### src/rtl/input_debounce3_pkg.sv
// ----------------------------------------------------------------------------
// input_debounce3_pkg
// Shared helper for the input debounce block: derives the counter width from
// the debounce length so that every instance sizes its counter the same way.
// ----------------------------------------------------------------------------
package input_debounce3_pkg;

    // Counter must hold 0..n-1. $clog2(1) is 0, so clamp to at least one bit.
    function automatic int cnt_width(input int unsigned n);
        return (n < 2) ? 1 : $clog2(n);
    endfunction

endpackage : input_debounce3_pkg

### src/rtl/debounce_channel.sv
// ----------------------------------------------------------------------------
// debounce_channel
// One debounce lane: 2-flop synchroniser, qualification counter, registered
// debounced level and one-cycle rise/fall event pulses.
//
// Ports:
//   clk    in   system clock, rising edge
//   rst_n  in   asynchronous active-low reset, clears all state
//   din    in   raw asynchronous level
//   dout   out  debounced, clock-synchronous level
//   rise   out  one-cycle pulse coincident with dout going 0->1
//   fall   out  one-cycle pulse coincident with dout going 1->0
// ----------------------------------------------------------------------------
module debounce_channel
    import input_debounce3_pkg::*;
#(
    parameter int unsigned DEBOUNCE_CYCLES = 4
) (
    input  logic clk,
    input  logic rst_n,
    input  logic din,
    output logic dout,
    output logic rise,
    output logic fall
);

    localparam int CNT_W = cnt_width(DEBOUNCE_CYCLES);
    localparam logic [CNT_W-1:0] CNT_MAX = CNT_W'(DEBOUNCE_CYCLES - 1);

    logic             s1;
    logic             s2;
    logic             stable;
    logic [CNT_W-1:0] cnt;

    // Synchroniser: only s2 is trusted by the logic below.
    // NOTE: all state uses non-blocking assignments so every flop samples the
    // pre-edge value of its source; blocking here would collapse s1/s2 into one.
    always_ff @(posedge clk or negedge rst_n) begin
        if (!rst_n) begin
            s1 <= 1'b0;
            s2 <= 1'b0;
        end else begin
            s1 <= din;
            s2 <= s1;
        end
    end

    // Qualification: s2 must differ from the current stable level for
    // DEBOUNCE_CYCLES consecutive edges. Any return to the stable level
    // restarts the count, so short excursions never reach the output.
    // The pulses are registered on the same edge that flips stable.
    always_ff @(posedge clk or negedge rst_n) begin
        if (!rst_n) begin
            stable <= 1'b0;
            cnt    <= '0;
            rise   <= 1'b0;
            fall   <= 1'b0;
        end else begin
            rise <= 1'b0;
            fall <= 1'b0;
            if (s2 == stable) begin
                cnt <= '0;
            end else if (cnt == CNT_MAX) begin
                stable <= s2;
                cnt    <= '0;
                rise   <= s2;
                fall   <= ~s2;
            end else begin
                cnt <= cnt + CNT_W'(1);
            end
        end
    end

    assign dout = stable;

endmodule : debounce_channel

### src/rtl/input_debounce3.sv
// ----------------------------------------------------------------------------
// input_debounce3
// Conditions three raw switch/button levels into clean synchronous levels
// feeding the downstream three-input AND stage, plus per-channel rise/fall
// event pulses for downstream counters. Channels are fully independent.
//
// Ports:
//   clk    in   system clock, rising edge
//   rst_n  in   asynchronous active-low reset
//   raw    in   [2:0] raw levels; bit0 -> a, bit1 -> b, bit2 -> c
//   a      out  debounced raw[0]
//   b      out  debounced raw[1]
//   c      out  debounced raw[2]
//   rise   out  [2:0] one-cycle 0->1 pulses, bit i for channel i
//   fall   out  [2:0] one-cycle 1->0 pulses, bit i for channel i
// ----------------------------------------------------------------------------
module input_debounce3 #(
    parameter int unsigned DEBOUNCE_CYCLES = 4
) (
    input  logic       clk,
    input  logic       rst_n,
    input  logic [2:0] raw,
    output logic       a,
    output logic       b,
    output logic       c,
    output logic [2:0] rise,
    output logic [2:0] fall
);

    logic [2:0] dout;

    for (genvar i = 0; i < 3; i++) begin : gen_ch
        debounce_channel #(
            .DEBOUNCE_CYCLES (DEBOUNCE_CYCLES)
        ) u_ch (
            .clk   (clk),
            .rst_n (rst_n),
            .din   (raw[i]),
            .dout  (dout[i]),
            .rise  (rise[i]),
            .fall  (fall[i])
        );
    end

    assign a = dout[0];
    assign b = dout[1];
    assign c = dout[2];

endmodule : input_debounce3

### config.mk
export PLATFORM = sky130hd
export DESIGN_NAME = input_debounce3
export DESIGN_NICKNAME = d
export VERILOG_FILES = /design/src/rtl/input_debounce3_pkg.sv /design/src/rtl/debounce_channel.sv /design/src/rtl/input_debounce3.sv
export SDC_FILE = /design/constraint.sdc
export NUM_CORES = 1
export LEC_CHECK = 0
export BUFFER_PORTS_ARGS = -buffer_cell sky130_fd_sc_hd__buf_2
export CAP_MARGIN = 20
export CORE_ASPECT_RATIO = 1.2
export CORE_MARGIN = 3
export CORE_UTILIZATION = 40
export CTS_CLUSTER_DIAMETER = 100
export DETAILED_ROUTE_END_ITERATION = 7
export PLACE_DENSITY = 0.67
export RECOVER_POWER = 100
export SLEW_MARGIN = 10
export SYNTH_ARGS = -nofsm -noshare
export SYNTH_HDL_FRONTEND = slang
export SYNTH_SLANG_ARGS = --single-unit
### constraint.sdc
create_clock -name clk -period 1.55 [get_ports clk]
set_clock_uncertainty 0.2 [all_clocks]
set_input_delay 0.31 -clock clk [delete_from_list [all_inputs] [get_ports clk]]
set_output_delay 0.31 -clock clk [all_outputs]
set_load 0.02 [all_outputs]
### Yosys cells after proc, flatten, opt, wreduce, memory -nomap -nowiden

Index checks and enable logic that the tools add are counted.
Widths: inputs -> output; s select.

| word-level totals | value |
|---|---|
| register bits after elaboration | 21 |
| output and inout port bits | 9 |
| word-level logic and storage cells | 54 |

| operators by class | value |
|---|---|
| add/subtract/negate cells | 3 |
| equality and inequality tests | 6 |
| multiplexer cells | 18 |
| bitwise logic cells | 6 |
| reduce and logical (&&, ||, !) cells | 3 |

Operators with widths:

| kind | number |
|---|---|
| $mux 1 | 12 |
| $mux 2 | 6 |
| $add 2x1->2 const B | 3 |
| $eq 2x2->1 const B | 3 |
| $not 1->1 | 6 |
| $reduce_and 2->1 | 3 |
| $eq 1x1->1 | 3 |

### Logic depth before layout (Yosys ltp)

| logic depth | value |
|---|---|
| word-level depth | 3 |
| gate-level depth with buffers | 3 |
| mapped depth without buffers | 3 |

### By module

A second synthesis with hierarchy kept.

| second synthesis, totals | value |
|---|---|
| cell total of the unflattened synthesis | 42 |
| area total of the unflattened synthesis | 732.0 um^2 |

By module, submodules not included:

| module | instances | cells each | area each (um^2) | sequential area each (um^2) |
|---|---|---|---|---|
| debounce_channel | 3 | 14 | 244.0 | 175.2 |

### Least setup slack after synthesis

No wires, ideal clock.

| timing | value |
|---|---|
| kind | register to register |
| start | register gen_ch[2].u_ch.cnt[0] |
| end | register gen_ch[2].u_ch.stable |
| data arrival time | 883 ps |
| required time | 1225 ps |
| path slack | 343 ps |
| cell stages (with the launch flop) | 3 |
| period minus slack after synthesis | 1207 ps |
| path through | dfrtp_1 ha_1 mux2_2 |

| on the way | value |
|---|---|
| word-level cells in the longest chain between the ends | 2 |

RTL lines:

| what | RTL line | source |
|---|---|---|
| start: declaration | debounce_channel.sv:33 | `logic [CNT_W-1:0] cnt;` |
| start signal: assignment | debounce_channel.sv:69 | `cnt <= cnt + CNT_W'(1);` |
| $eq 2x2->1 | debounce_channel.sv:63 | `end else if (cnt == CNT_MAX) begin` |
| $reduce_and 2->1 (no line) | - |  |
| end signal: assignment | debounce_channel.sv:54 | `stable <= 1'b0;` |
| end signal: assignment | debounce_channel.sv:64 | `stable <= s2;` |
| end: declaration | debounce_channel.sv:32 | `logic stable;` |

Every way passes these cells.
A chain may end at the register's enable or synchronous reset.

### Final worst setup path

| timing | value |
|---|---|
| start | register gen_ch[0].u_ch.stable |
| end | output a |

RTL lines:

| what | RTL line | source |
|---|---|---|
| start: declaration | debounce_channel.sv:32 |  |
| start signal: assignment | debounce_channel.sv:54 |  |
| start signal: assignment | debounce_channel.sv:64 |  |
| end: declaration | input_debounce3.sv:23 | `output logic a,` |

No word-level cell between the ends.

==> summary.md <==
| Metric | Value |
|---|---|
| Status | completed |
| RSZ-0062 raised after global routing | false |
| Max-slew violations | 0 |
| Clk_lat worst skew | 0.30 ns |
| Num CTS Buffers | 3 |
| Critical Path Slowest Stage Cell | dfrtp_1 |
| Max VDD drop | 588.4 uV |
| Core area | approximately 0.0017 mm2 |
| Crit path arrival time | 0.96 ns |
| Pre-antenna DRT Iters | 2 |
| Hold Vio Cnt, Final | 0 |
| Pre-CTS WS | 0.3026 ns |
| Crit path max-delay family | flip-flops |
| Routed Antenna Nets | 0 |
| Final min period | 1.467 ns |
| Global-route wire length before repair | 1649 um |
| Vias per cell | 4.616 |
| Post-synthesis cell count | between 50 and 60 |
| WL final | around 920 um |
| Syn avg cell area | 14.21 um2 |
| Die height | 53.54 um |
| Seq cells post-synth | 21 |
| Post-CTS Setup Bufs | 0 |
| Largest net degree at the start of global routing | 22 |
| CP Class | flip-flop to output pin |
| Die area | between 0.002 and 0.0025 mm2 |
| Yosys cell types | 16 |
| ANT cells | 0 |
| Worst-path clk slew | 0.11 ns |
| Final #Nets | 77 |
| GRT overflow | 0 |
| Fmax | slightly below 700 MHz |
| Die width | 45.62 um |
| Synth area leaders | dfrtp_1 (70%), buf_4 (6.0%), ha_1 (5.0%) |
| DRC | 0 |
| Post-synthesis cell area | roughly 750 um2 |
| Required time of the critical path | roughly 1.0 ns |
| Worst-case reg-to-reg path depth | 2 |
| # H-tree levels | 1 |
| FF-to-FF Start | gen_ch[2].u_ch.cnt[0]$_DFF_PN0_ |
| CTS Root Cell | clkbuf_4 |
| R2R setup slack | 0.33 ns |
| Setup_tns | 0 ns |
| R2R Path End | gen_ch[2].u_ch.dout$_DFFE_PN0P_ |
| Min-delay worst type | flip-flop to flip-flop |
| Register area share after synthesis | 69.77% |
| Most common cell after layout, fill and taps aside | dfrtp_1 |
| Critical path startpoint category | flip-flop |
| CP bufs+invs | 1 |
| Initial core utilization | 44.26% |
| Final worst slack | slightly above 0.08 ns |
| Leak | 0.4160 nW |
| Crit. End Element | output pin |
| Std-Cell Rows | 16 |
| Buffers on Ports | 13 |
| Via count | roughly 400 |
| Synth Net Count | 61 |
| Number of global-route vias before repair | 388 |
| Maxcap violations | 0 |
| Hold Path Depth | 0 |
| Power Dens Cells | 1551 mW/mm2 |
| Crit path max fanout | 4 |
| Worst slew margin | 67.99% |
| Worst Max-Slew Pin Slew | 0.4801 ns |
| Clk buf depth | 2 |
| Share of layout cells above drive strength 1 | between 10% and 20% |
| # IOs | 14 |
| Final-report setup violation count | 0 |
| Fillers | 154 |
| HP Start | gen_ch[0].u_ch.s1$_DFF_PN0_ |
| Initial antenna violation count | 0 |
| Yosys warns | 0 |
| DR iter-0 viols | 6 |
| Wire length per cell | 10.72 um |
| Period utilization | 94.67% |
| CP cell instances | clkbuf_1 |
| CTS tree | yes |
| CTS Sinks | 21 |
| GP Congestion | around 0.69 |
| Slowest Stage Delay on Critical Path | 0.42 ns |
| Yosys top cell by area | dfrtp_1 |
| Hold EP | gen_ch[0].u_ch.s2$_DFF_PN0_ |
| Most frequent cells in the layout | dfrtp_1 (21), clkbuf_1 (7), dlygate4sd3_1 (4) |
| Area growth syn-to-layout | 12.79% |
| Share of Yosys cell area claimed by the top area cell type | 69.77% |
| GRT Resource Usage Total | 10.26% |
-- cell usage after synthesis --
cell,instances
o21ai_0,2
xnor2_1,2
and3b_2,1
buf_4,6
mux2_2,1
nor3b_1,2
xor2_1,1
nand2_1,3
inv_1,2
dfrtp_1,21
and2_2,1
nor3_1,2
nor2b_1,2
ha_1,3
nor2_1,3
nor3b_2,1
-- how the worst max path moves through the flow --
stage | from | to | slack (ns) | cells after the start
floorplan | gen_ch[2].u_ch.cnt[0]$_DFF_PN0_ | gen_ch[2].u_ch.dout$_DFFE_PN0P_ | 0.34 | 2
global placement | gen_ch[2].u_ch.cnt[0]$_DFF_PN0_ | gen_ch[2].u_ch.dout$_DFFE_PN0P_ | 0.33 | 2
global route | gen_ch[0].u_ch.dout$_DFFE_PN0P_ | a | 0.04 | 1
CTS | gen_ch[2].u_ch.dout$_DFFE_PN0P_ | c | 0.12 | 1
detailed placement | gen_ch[2].u_ch.cnt[0]$_DFF_PN0_ | gen_ch[2].u_ch.dout$_DFFE_PN0P_ | 0.30 | 2
finish | gen_ch[0].u_ch.dout$_DFFE_PN0P_ | a | 0.08 | 1
-- cell families (layout without fill, tap and decap cells) --
family                   after synthesis  count (layout)  share of synthesized area [%]
AO/OA/AOI/OAI                          2               2                          1.329
XOR/XNOR                               3               3                          3.489
adder cells (fa/ha/maj)                3               3                          4.984
buffers and inverters                  8              23                          6.977
flip-flops                            21              21                          69.77
multiplexers                           1               1                          1.495
AND/OR/NAND/NOR                       15              15                          11.96
-- where the power goes --
group          switching [mW]  internal [mW]  total, mW  leakage, nW
logic                   0.175          0.150      0.325        0.131
clock network           0.155         0.0960      0.251       0.0177
registers              0.0775          0.664      0.742        0.268
total                   0.408          0.910       1.32        0.416
-- stage by stage --
step | std cells | hold WS [ns] | area [um2] | util, % | total power [mW]
2_1_floorplan | 53 | -0.1856 | 753.2 | - | 0.9964
3_3_place_gp | 78 | 0.07342 | 795.8 | 46.76 | 1.070
3_5_place_dp | 78 | 0.08273 | 795.8 | 46.76 | 1.091
4_1_cts | 86 | 0.1633 | 863.3 | 50.74 | 1.357
5_1_grt | 86 | 0.1681 | 849.6 | 49.93 | 1.424
6_report | 86 | 0.1590 | 849.6 | 49.93 | 1.318
-- registers in the layout (all words and copies together) (netlist names) --
name / cells
gen_ch.u_ch.rise: 3
gen_ch.u_ch.s1: 3
gen_ch.u_ch.dout: 3
gen_ch.u_ch.fall: 3
gen_ch.u_ch.s2: 3
gen_ch.u_ch.cnt: 6
-- metal layers --
layer,track usage (%),vias up,share of wire [%]
li1,-,194,-
met1,11.75,188,43
met2,14.65,11,47
met3,4.013,4,6.1
met4,8.780,0,3.4
met5,0,-,0
-- repair_timing --
action | in CTS | in global routing
endpoints found under the hold margin | 24 | 0
gates resized for setup | 0 | 0
hold buffers | 4 | 0
-- layout make-up --
class,count,area (um2),area share (%)
sequential,21,525.5,61.86
inverter,2,7.507,0.8837
tap,18,22.52,2.651
multi-input combinational,24,170.2,20.03
timing repair buffer,17,96.34,11.34
clock inverter,1,5.005,0.5891
clock buffer,3,22.52,2.651
Note: power is estimated with default switching activity, not from simulation.
